===== src/rtl/gcd_engine_param.sv =====
// rtl/gcd_engine_param.sv - iterative GCD engine, subtractive Euclid or binary Stein per request
module gcd_engine_param #(
  parameter int WIDTH = 8
) (
  input  logic             CLK,
  input  logic             RESET,
  input  logic             START,
  input  logic             MODE,
  input  logic [WIDTH-1:0] X,
  input  logic [WIDTH-1:0] Y,
  output logic [WIDTH-1:0] GCD_OUT,
  output logic             DONE,
  output logic             BUSY,
  output logic             ERR,
  output logic [WIDTH:0]   ITERS
);

  localparam int KW = (WIDTH > 2) ? $clog2(WIDTH) : 1;

  typedef enum logic [1:0] {IDLE, CALC, FIN} state_t;

  state_t           state_q;
  logic [WIDTH-1:0] x_q, y_q, x_d, y_d;
  logic [KW-1:0]    k_q, k_d;
  logic             mode_q;
  logic [WIDTH-1:0] gcd_q;
  logic             done_q, busy_q, err_q;
  logic [WIDTH:0]   iters_q, iters_d;
  logic             term_d;
  logic [WIDTH-1:0] result_d;

  // One algorithm step on the working registers; the operand ordering checks keep subtractions non-negative.
  always_comb begin
    x_d    = x_q;
    y_d    = y_q;
    k_d    = k_q;
    term_d = (x_q == y_q);
    if (!term_d) begin
      if (!mode_q) begin
        if (x_q < y_q) y_d = y_q - x_q;
        else           x_d = x_q - y_q;
      end else begin
        if (!x_q[0] && !y_q[0]) begin
          x_d = x_q >> 1;
          y_d = y_q >> 1;
          k_d = k_q + KW'(1);
        end else if (!x_q[0]) begin
          x_d = x_q >> 1;
        end else if (!y_q[0]) begin
          y_d = y_q >> 1;
        end else if (x_q > y_q) begin
          x_d = x_q - y_q;
        end else begin
          y_d = y_q - x_q;
        end
      end
    end
  end

  always_comb begin
    result_d = mode_q ? (x_q << k_q) : x_q;
    iters_d  = (&iters_q) ? iters_q : iters_q + (WIDTH+1)'(1);
  end

  always_ff @(posedge CLK) begin
    if (RESET) begin
      state_q <= IDLE;
      x_q     <= '0;
      y_q     <= '0;
      k_q     <= '0;
      mode_q  <= 1'b0;
      gcd_q   <= '0;
      done_q  <= 1'b0;
      busy_q  <= 1'b0;
      err_q   <= 1'b0;
      iters_q <= '0;
    end else begin
      case (state_q)
        IDLE, FIN: begin
          if (START) begin
            x_q     <= X;
            y_q     <= Y;
            mode_q  <= MODE;
            k_q     <= '0;
            iters_q <= '0;
            err_q   <= 1'b0;
            done_q  <= 1'b0;
            // Degenerate operands finish on the accept edge without entering CALC.
            if (X == '0 && Y == '0) begin
              gcd_q   <= '0;
              err_q   <= 1'b1;
              done_q  <= 1'b1;
              busy_q  <= 1'b0;
              state_q <= FIN;
            end else if (X == '0 || Y == '0) begin
              gcd_q   <= X | Y;
              done_q  <= 1'b1;
              busy_q  <= 1'b0;
              state_q <= FIN;
            end else begin
              busy_q  <= 1'b1;
              state_q <= CALC;
            end
          end
        end
        CALC: begin
          iters_q <= iters_d;
          if (term_d) begin
            gcd_q   <= result_d;
            done_q  <= 1'b1;
            busy_q  <= 1'b0;
            state_q <= FIN;
          end else begin
            x_q <= x_d;
            y_q <= y_d;
            k_q <= k_d;
          end
        end
        default: begin
          state_q <= IDLE;
          busy_q  <= 1'b0;
          done_q  <= 1'b0;
        end
      endcase
    end
  end

  assign GCD_OUT = gcd_q;
  assign DONE    = done_q;
  assign BUSY    = busy_q;
  assign ERR     = err_q;
  assign ITERS   = iters_q;

endmodule


===== config.mk =====
export PLATFORM = sky130hd
export DESIGN_NAME = gcd_engine_param
export DESIGN_NICKNAME = d
export VERILOG_FILES = /design/src/rtl/gcd_engine_param.sv
export SDC_FILE = /design/constraint.sdc
export NUM_CORES = 1
export LEC_CHECK = 0
export ABC_AREA = 1
export BUFFER_PORTS_ARGS = -buffer_cell sky130_fd_sc_hd__buf_2
export CORE_AREA = 5 5 79 99
export CTS_BUF_LIST = sky130_fd_sc_hd__clkbuf_16
export CTS_CLUSTER_SIZE = 14
export DETAILED_ROUTE_END_ITERATION = 8
export DIE_AREA = 0 0 84 104
export PLACE_DENSITY = 0.73
export SYNTH_ARGS = -nofsm -noshare
export SYNTH_HDL_FRONTEND = slang
export SYNTH_SLANG_ARGS = --single-unit

===== constraint.sdc =====
create_clock -name CLK -period 1.9 [get_ports CLK]
set_clock_uncertainty 0.05 [all_clocks]
set_input_delay 0.38 -clock CLK [delete_from_list [all_inputs] [get_ports CLK]]
set_output_delay 0.38 -clock CLK [all_outputs]
set_load 0.01 [all_outputs]

==> results.yml, run 1 <==
floorplanning:
  die_area_um2: 8740
  fp.coreArea_um2: 6810
  chipWidth_um: 84
  die_h_um: 104
  top_level_ports: 40
  floorplan.initialDensity_pct: 48.7
  num_rows: 34
logic_synthesis:
  synth_warnings: 0
  portion_of_the_post_synthesis_area_used_by_sequential_elements_pct: 24.8
  synth_edf_count: 0
  postSynthCellCount: 537
  avgSynthCellArea_um2: 6.17
  synth.lib_cells_used.distinct: 42
  syn-cell-area_um2: 3310
  yosys_register_bits: 41
  ys.flop_type: "dfxtp_1"
  synthesis.nets: 579
  ys_async_sr_fraction_pct: 0
setup_path:
  setup.worst_path.class: "register to register"
  r2r.worst_path.cells: 15
  critical_path.reg2reg.endpoint: "y_q[1]"
  timing.critical_path.required_ns: 2.04
  rr_startpoint: "x_q[0]"
  critical_path.startpoint_type: "register"
  path_max_fanout: 7
  critical_path.endpoint_type: "register"
  cp-endpoint: "y_q[1]"
  startpoint: "x_q[0]"
  timing.reg2reg.setup_slack_ns: -0.12
  worst_ep_arrival_time_ns: 2.16
placed_design:
  gpl.final_weighted_congestion: 0.996
  placedInstanceArea_um2: 3910
  numPortBuffers: 39
  hpwlAfterDp_um: 7800
  placed_cells_incl_taps: 696
global_routing:
  grt_overflow_total: 0
  pin_count_of_the_biggest_net_entering_global_routing: 28
  antenna_found_initial: 0
  first_global_vias: 3872
  grt.total_usage_pct: 24.2
  wire_length_of_the_first_global_routing_pass_um: 17500
routing:
  route.antenna.remaining_nets: 0
  detail_route.wirelength_um: 10900
  drc: 0
  drtPass1Iterations: 5
  routedWlPerCell_um: 15.3
  drt_first_iter_violations: 282
  post_drt_via_cell_ratio: 5.37
  num_vias: 3835
final_layout:
  post_route_cells_drive_above_1_share_pct: 31.3
  area_growth_syn_to_layout_pct: 34.8
  fill_cells: 610
  num-nets-final: 665
  final_cell_area_um2: 4460
  final-instance-count-excl-fill: 714
  finish.utilization_pct: 65.6
  insertedDiodeCount: 0
clocking:
  clock-sinks: 41
  ctsLongestPathBuffers: 2
  cts-buffers-inserted: 5
  clock_latency_ns: 0.28
  clkSlewWorstSetupHoldPaths_ns: 0.06
  clock_tree.root_cell: "clkbuf_16"
  ctsHtreeMaxLevel: 2
  clock_tree_from_tritoncts: "built"
  cts-hold-fix-buffers: 0
timing:
  minimum_clock_period_ns: 2.02
  setup_repair_after_global_routing_missed_its_margin: "yes"
  count_of_endpoints_failing_setup_in_the_final_report: 17
  fmax_mhz: 495
  final_hold_viol_count: 0
  post-route-period-util_pct: 106
  layout_setup_ws_ns: -0.120
  drv_slew: 0
  worst_pin_slew_ns: 0.449
  slew-limit-headroom_pct: 70.0
power_and_ir_drop:
  p_leak_uw: 0.00221
  total_power_density_per_cell_area_nw_per_um2: 1030
  irDropWorstVdd_mv: 0.595
status:
  status: "complete, but fails checks"
  failed_checks: "negative setup slack"
run:
  cap_viol_max_count: 0
min_path:
  worstHoldPathType: "primary input to register"
==> cell usage after synthesis, types with 2 or more instances <==
cell / number / area, um^2
nor3_1: 9 / 45.0
nor2_1: 68 / 255
nand2_2: 6 / 37.5
nor2_2: 4 / 25.0
nor4_1: 2 / 12.5
inv_1: 70 / 263
a211oi_1: 3 / 22.5
a21o_1: 2 / 15.0
nand2_4: 2 / 22.5
buf_4: 3 / 22.5
inv_2: 5 / 18.8
ha_1: 20 / 250
xor2_1: 7 / 61.3
buf_2: 4 / 20.0
nand2_1: 153 / 574
a21oi_1: 38 / 190
xnor2_1: 2 / 17.5
o211a_1: 2 / 20.0
o21ai_0: 34 / 170
fa_1: 2 / 40.0
o22ai_1: 3 / 18.8
nand3_1: 22 / 110
nand4_1: 4 / 25.0
a21oi_2: 3 / 26.3
o221ai_1: 3 / 26.3
o31ai_1: 3 / 22.5
clkbuf_1: 6 / 22.5
nor3b_1: 3 / 22.5
dfxtp_1: 41 / 821
==> through the flow <==
stage / setup WS (ns) / setup TNS, ns / hold slack [ns] / power (uW)
floorplan: -0.0352 / -0.0808 / 0.431 / 2620
global placement: -0.0632 / -0.877 / 0.400 / 3280
detailed placement: -0.123 / -2.11 / 0.405 / 3330
CTS: -0.0730 / -0.569 / 0.288 / 4390
global route: -0.232 / -4.00 / 0.310 / 4900
finish: -0.120 / -0.852 / 0.282 / 4580
==> area by class of cell <==
| class | instances | area (um^2) | area share (%) |
|---|---|---|---|
| Multi-Input combinational cell | 408 | 2480 | 55.5 |
| Sequential cell | 41 | 832 | 18.6 |
| Timing Repair Buffer | 92 | 608 | 13.6 |
| Inverter | 75 | 292 | 6.53 |
| Clock buffer | 5 | 125 | 2.80 |
| Tap cell | 90 | 113 | 2.52 |
| Clock inverter | 3 | 17.5 | 0.392 |
==> state kept, by name, summed over array words and instances (netlist names) <==
| signal | flops |
|---|---|
| ITERS | 9 |
| x_q | 8 |
| k_q | 3 |
| ERR | 1 |
| state_q | 1 |
| DONE | 1 |
| BUSY | 1 |
| y_q | 8 |
| GCD_OUT | 8 |
| mode_q | 1 |
==> critical path, cell delays in order (launching register included) <==
cell and delay, ns:
dfxtp_2 0.33, inv_2 0.07, ha_4 0.12, inv_2 0.03, fa_2 0.34, nand2_2 0.07, nand2_2 0.07, nand3_4 0.09
nand2_4 0.08, nand4_1 0.10, buf_4 0.13, nand3_4 0.12, nor2_2 0.13, nand2_1 0.06, nand2_1 0.08, inv_1 0.04
==> what timing repair did <==
item	4_1_cts	5_1_grt
resized for setup	51	38
pin swaps	26	23
setup endpoints to repair	31	35
buffers inserted	6	3
gates cloned	2	0
==> layer usage <==
layer  GRT usage [%]  vias to the layer above  part of all wire (%)
met1            28.8                     1760                    40
met2            43.3                      152                    51
met4            9.20                        0                   3.2
li1                -                     1891                     -
met5               0                        -                     0
met3            3.57                       32                   6.0
==> layout by cell type, fill, tap and decap left out, drive strengths merged <==
master	Yosys	layout
nand4	4	4
dfxtp	41	41
o31ai	3	3
clkbuf	6	5
ha	20	20
o221ai	3	3
o21ai	35	35
buf	9	92
o311ai	1	1
clkinvlp	0	1
nor3b	3	3
mux2i	1	1
nor4	2	2
fa	2	2
inv	75	75
o211ai	1	1
xnor2	2	2
o41ai	1	1
o22ai	3	3
xor2	7	7
nand2	161	162
nor2	74	74
a211oi	3	3
o211a	2	2
a21oi	41	41
and2	1	1
nor3	9	9
a21o	2	2
nand3	24	25
a21boi	1	1
clkinv	0	2
==> where the power goes <==
| part | internal, uW | total [uW] | switching [uW] |
|---|---|---|---|
| Combinational | 1070 | 2660 | 1590 |
| Sequential | 970 | 1080 | 110 |
| Clock | 482 | 840 | 358 |
| Total | 2520 | 4580 | 2060 |
==> worst min-delay path by stage <==
stage / startpoint / end / slack [ns] / cells past startpoint
floorplan: RESET / ERR / 0.43 / 1
CTS: MODE / mode_q / 0.29 / 3
detailed placement: DONE / DONE / 0.41 / 2
global placement: DONE / DONE / 0.40 / 2
global route: MODE / mode_q / 0.31 / 3
finish: MODE / mode_q / 0.28 / 3
==> cells by family after synthesis <==
family	share of synthesized area (%)
multiplexers	0.302
AO/OA/AOI/OAI	16.6
adder cells (fa/ha/maj)	8.76
XOR/XNOR	2.38
flip-flops	24.8
AND/OR/NAND/NOR	36.2
buffers and inverters	11.0
(Power assumes the default switching activity.)
==> inputs of run 2 (changes only) <==
--- a/config.mk
+++ b/config.mk
@@ -8,11 +8,12 @@
 export ABC_AREA = 1
 export BUFFER_PORTS_ARGS = -buffer_cell sky130_fd_sc_hd__buf_2
 export CORE_AREA = 5 5 79 99
-export CTS_BUF_LIST = sky130_fd_sc_hd__clkbuf_16
+export CTS_BUF_LIST = sky130_fd_sc_hd__clkbuf_8 sky130_fd_sc_hd__clkbuf_16
 export CTS_CLUSTER_SIZE = 14
 export DETAILED_ROUTE_END_ITERATION = 8
 export DIE_AREA = 0 0 84 104
 export PLACE_DENSITY = 0.73
+export SKIP_CTS_REPAIR_TIMING = 1
 export SYNTH_ARGS = -nofsm -noshare
 export SYNTH_HDL_FRONTEND = slang
 export SYNTH_SLANG_ARGS = --single-unit
==> run 2 against run 1 <==
The run still ends with negative setup slack left. Clock power is 30% lower. Clock-buffer cell count stayed put. Sequential power hardly changed. Die area stayed put. Combinational power is 2% higher. Final cell count is 1.1% higher. Routed wire length is 0.60% lower.
==> results.yml, run 2 (synthesis results as in run 1) <==
timing:
  layout_setup_ws_ns: -0.149
  fin_setup_tns_ns: -2.12
  drv_slew: 0
  slew-limit-headroom_pct: 70.6
  count_of_endpoints_failing_setup_in_the_final_report: 29
  final_hold_viol_count: 0
  whs_ns: 0.263
  minimum_clock_period_ns: 2.05
  fmax_mhz: 488
  post-route-period-util_pct: 108
  setup_repair_after_global_routing_missed_its_margin: "yes"
  worst_pin_slew_ns: 0.440
power_and_ir_drop:
  finalPower_uw: 4370
  irDropWorstVdd_mv: 0.579
  total_power_density_per_cell_area_nw_per_um2: 965
  p_leak_uw: 0.00224
global_routing:
  groute.layer.met2.usage_pct: 40.5
  antenna_found_initial: 0
  wire_length_of_the_first_global_routing_pass_um: 16500
  grt.total_usage_pct: 22.7
  first_global_vias: 3671
  grt_overflow_total: 0
  grt_util_met1_pct: 28.0
  pin_count_of_the_biggest_net_entering_global_routing: 28
  grt_util_met3_pct: 2.38
  highest_utilization_routing_layer_at_the_global_route_stage: "met2"
clocking:
  clkSlewWorstSetupHoldPaths_ns: 0.09
  ctsLongestPathBuffers: 2
  clock_tree_from_tritoncts: "built"
  clock_latency_ns: 0.30
  ctsHtreeMaxLevel: 2
  cts-buffers-inserted: 5
  clock_tree.root_cell: "clkbuf_8"
  clock-sinks: 41
routing:
  drc: 0
  drtPass1Iterations: 5
  routedWlPerCell_um: 15.0
  num_vias: 3850
  route.antenna.remaining_nets: 0
  drt_first_iter_violations: 362
  post_drt_via_cell_ratio: 5.33
  detail_route.wirelength_um: 10800
final_layout:
  area_growth_syn_to_layout_pct: 36.8
  largest_register_ffs: 9
  most-common-layout-cells: "nand2_1 (140), inv_1 (58), nor2_1 (56), buf_4 (55), buf_2 (39)"
  final_cell_area_um2: 4530
  insertedDiodeCount: 0
  num-nets-final: 673
  post_route_cells_drive_above_1_share_pct: 34.0
  mostFrequentLayoutCell: "nand2_1"
setup_path:
  timing.critical_path.required_ns: 2.10
  path_max_fanout: 7
  setup.worst_path.class: "register to register"
  worst_ep_arrival_time_ns: 2.25
  critical_path.startpoint_type: "register"
  critical_path.endpoint_type: "register"
run:
  cap_viol_max_count: 0
floorplanning:
  chipWidth_um: 84
  top_level_ports: 40
  die_h_um: 104
  num_rows: 34
  die_area_um2: 8740
  floorplan.initialDensity_pct: 48.7
  fp.coreArea_um2: 6810
placed_design:
  gpl.final_weighted_congestion: 0.996
  dp_slack_ns: -0.123
  numPortBuffers: 39
  placedInstanceArea_um2: 3910
  hpwlAfterDp_um: 7800
status:
  status: "complete, but fails checks"
  failed_checks: "negative setup slack"
min_path:
  worstHoldPathType: "primary input to register"
==> run 2: cell count changes in the layout (fill, tap and decap cells not counted), moves of 4 or more <==
cell	previous run	this run
nor2_2	8	12
o21ai_0	29	24
clkbuf_16	5	0
clkbuf_8	0	5
nor2_1	60	56
buf_4	49	55
==> run 2: stage by stage <==
| stage | std cells | utilization [%] |
|---|---|---|
| 2_1_floorplan | 537 | - |
| 3_3_place_gp | 696 | 57.5 |
| 3_5_place_dp | 696 | 57.5 |
| 4_1_cts | 704 | 58.8 |
| 5_1_grt | 722 | 66.5 |
| 6_report | 722 | 66.5 |
==> run 2: power breakdown <==
part           leakage, uW  internal, uW  switching [uW]  total, uW
Sequential        0.000340           971             119       1090
Combinational      0.00186          1110            1580       2700
Clock            0.0000439           254             330        584
Total              0.00224          2340            2030       4370
==> run 2: final cells by class <==
cell class                 count  area (um^2)
multi-input combinational    407         2510
clock inverter                 3         17.5
fill                         591         2280
timing repair inverter         1         7.51
inverter                      75          299
timing repair buffer         100          676
tap                           90          113
clock buffer                   5         68.8
sequential                    41          836
==> run 2: critical path: stages, from the launching register on <==
cell and delay [ns]:
dfxtp_2 0.35, inv_4 0.06, ha_4 0.11, inv_2 0.04, fa_2 0.36, nand2_2 0.07, nand2_2 0.07, nand3_4 0.07
nand2_4 0.07, nand4_1 0.18, buf_4 0.16, nand3_4 0.13, a21oi_2 0.17, nand2_1 0.06, inv_1 0.04
==> run 2: per-layer routing <==
layer | routed length [um] | part of all wire (%)
met2 | 5640 | 52
met5 | 0 | 0
met1 | 4320 | 40
met4 | 298 | 2.7
met3 | 578 | 5.3
==> run 2: worst paths after layout <==
kind         depth (start not counted)  endpoint   start  slack, ns
max                                 14    y_q[5]  x_q[0]      -0.15
min                                  3    mode_q    MODE       0.26
max reg2reg                         14    y_q[5]  x_q[0]      -0.15
min reg2reg                          2      DONE    DONE       0.42
==> inputs of run 3 (changes only) <==
==> constraint.sdc (replaced) <==
create_clock -name CLK -period 1.9 [get_ports CLK]
set_clock_uncertainty 0.05 [all_clocks]
set_input_delay 0.38 -clock CLK [delete_from_list [all_inputs] [get_ports CLK]]
set_output_delay 0.38 -clock CLK [all_outputs]
set_load 0.1 [all_outputs]
==> run 3 against run 2 <==
The run still ends with negative setup slack left. Critical path depth up 1. Setup slack worse by 0.018 ns. Die area unchanged. Worst hold slack better by 0.0022 ns. Largest cell class unchanged. Highest routed layer unchanged.
==> results.yml, run 3 (synthesis results as in run 1) <==
power_and_ir_drop:
  power.clock.fraction_pct: 15.3
  irDropWorstVdd_mv: 0.579
  power.net_switching_uw: 2220
  power_frac_seq_pct: 22.8
  p_leak_uw: 0.00226
  swShare_pct: 47.0
  total_power_density_per_cell_area_nw_per_um2: 1030
  power.internal_uw: 2500
  p_comb_share_pct: 61.9
setup_path:
  path_max_fanout: 7
  critical_path.endpoint_type: "register"
  rr_startpoint: "x_q[0]"
  critical_path.reg2reg.endpoint: "y_q[5]"
  critical_path.startpoint_type: "register"
  worst_ep_arrival_time_ns: 2.22
  setup.worst_path.class: "register to register"
  timing.critical_path.required_ns: 2.05
  r2r.worst_path.cells: 15
  timing.reg2reg.setup_slack_ns: -0.17
global_routing:
  grt_overflow_total: 0
  first_global_vias: 3761
  antenna_found_initial: 0
  wire_length_of_the_first_global_routing_pass_um: 16800
  grt.total_usage_pct: 23.1
  pin_count_of_the_biggest_net_entering_global_routing: 22
routing:
  num_vias: 3884
  detail_route.wirelength_um: 10800
  drc: 0
  route.antenna.remaining_nets: 0
  post_drt_via_cell_ratio: 5.34
  drt_first_iter_violations: 320
  drtPass1Iterations: 5
  routedWlPerCell_um: 14.9
clocking:
  cts-buffers-inserted: 5
  clock_latency_ns: 0.30
  clock-sinks: 41
  ctsHtreeMaxLevel: 2
  clkSlewWorstSetupHoldPaths_ns: 0.09
  clock_tree_from_tritoncts: "built"
  clock_tree.root_cell: "clkbuf_8"
  ctsLongestPathBuffers: 2
final_layout:
  num-nets-final: 678
  largest_register_ffs: 9
  finish.utilization_pct: 67.4
  most-common-layout-cells: "nand2_1 (139), buf_4 (63), inv_1 (61), nor2_1 (55), buf_2 (39)"
  insertedDiodeCount: 0
  footprint_of_the_multi_input_gates_um2: 2500
  post_route_cells_drive_above_1_share_pct: 34.9
  area.sequential_um2: 862
  final-instance-count-excl-fill: 727
  mostFrequentLayoutCell: "nand2_1"
  area_growth_syn_to_layout_pct: 38.4
  fill_cells: 613
timing:
  post-route-period-util_pct: 109
  worst_pin_slew_ns: 0.489
  fin_setup_tns_ns: -3.17
  layout_setup_ws_ns: -0.167
  minimum_clock_period_ns: 2.07
  final_hold_viol_count: 0
  count_of_endpoints_failing_setup_in_the_final_report: 26
  drv_slew: 0
  setup_repair_after_global_routing_missed_its_margin: "yes"
  fmax_mhz: 484
  slew-limit-headroom_pct: 67.6
run:
  cap_viol_max_count: 0
floorplanning:
  top_level_ports: 40
  die_h_um: 104
  fp.coreArea_um2: 6810
  floorplan.initialDensity_pct: 48.7
  chipWidth_um: 84
  die_area_um2: 8740
  num_rows: 34
status:
  failed_checks: "negative setup slack"
  status: "complete, but fails checks"
placed_design:
  gpl.final_weighted_congestion: 0.975
  placed_cells_incl_taps: 699
  numPortBuffers: 39
  hpwlAfterDp_um: 8040
min_path:
  worstHoldPathType: "primary input to register"
  worst_hold_path_ep: "mode_q"
  holdCritStartpoint: "MODE"
  holdPathStages: 3
run 3: cell types whose count changed in the layout (fill, tap and decap cells not counted), sizes merged:
cell | previous run | this run
nand2 | 161 | 162
buf | 100 | 105
bufinv | 0 | 1
clkinvlp | 2 | 0
run 3: critical path: stages, from the launching register on:
cell,delay [ns]
dfxtp_4,0.36
inv_4,0.06
ha_4,0.12
inv_2,0.04
fa_2,0.36
nand2_2,0.07
nand2_2,0.07
nand3_4,0.10
nand2_4,0.07
nand4_1,0.11
buf_6,0.14
nand3_4,0.13
nor2_1,0.13
nand2_1,0.05
nand2_1,0.06
inv_1,0.03
run 3: worst max path at each step:
stage	to	start	slack, ns	cells after the start
after floorplan	ITERS[4]	ITERS[0]	-0.11	12
after global placement	y_q[5]	y_q[0]	-0.11	14
after detailed placement	x_q[1]	y_q[0]	-0.17	14
after CTS	x_q[1]	y_q[0]	-0.18	14
after global routing	y_q[3]	x_q[0]	-0.25	15
final	y_q[5]	x_q[0]	-0.17	15
run 3: per-stage QoR:
stage / hold WS (ns) / total power, uW / worst slack, ns / instance area (um^2)
after global routing: 0.275 / 5040 / -0.250 / 4580
after floorplan: 0.431 / 2830 / -0.112 / 3460
after CTS: 0.273 / 4280 / -0.181 / 4150
after global placement: 0.401 / 3510 / -0.110 / 4040
final: 0.265 / 4720 / -0.167 / 4580
after detailed placement: 0.423 / 3550 / -0.165 / 4040
run 3: power groups by stage:
stage | logic, uW | clock network [uW] | registers [uW]
floorplan | 1590 | 0 | 1240
global placement | 2430 | 0 | 1080
detailed placement | 2470 | 0 | 1090
CTS | 2490 | 730 | 1070
global route | 3190 | 765 | 1090
finish | 2920 | 720 | 1080
run 3: per-layer routing:
layer	up-vias	routed length (um)	track usage, %
li1	1916	-	-
met1	1787	4380	27.7
met2	147	5470	41.4
met3	34	672	2.93
met4	0	306	8.85
met5	-	0	0
run 3: final cells by class:
class / instances / share of cell area (%)
sequential: 41 / 18.8
tap: 90 / 2.46
inverter: 75 / 6.41
clock inverter: 3 / 0.928
multi-input combinational: 408 / 54.6
timing repair buffer: 105 / 15.3
clock buffer: 5 / 1.50
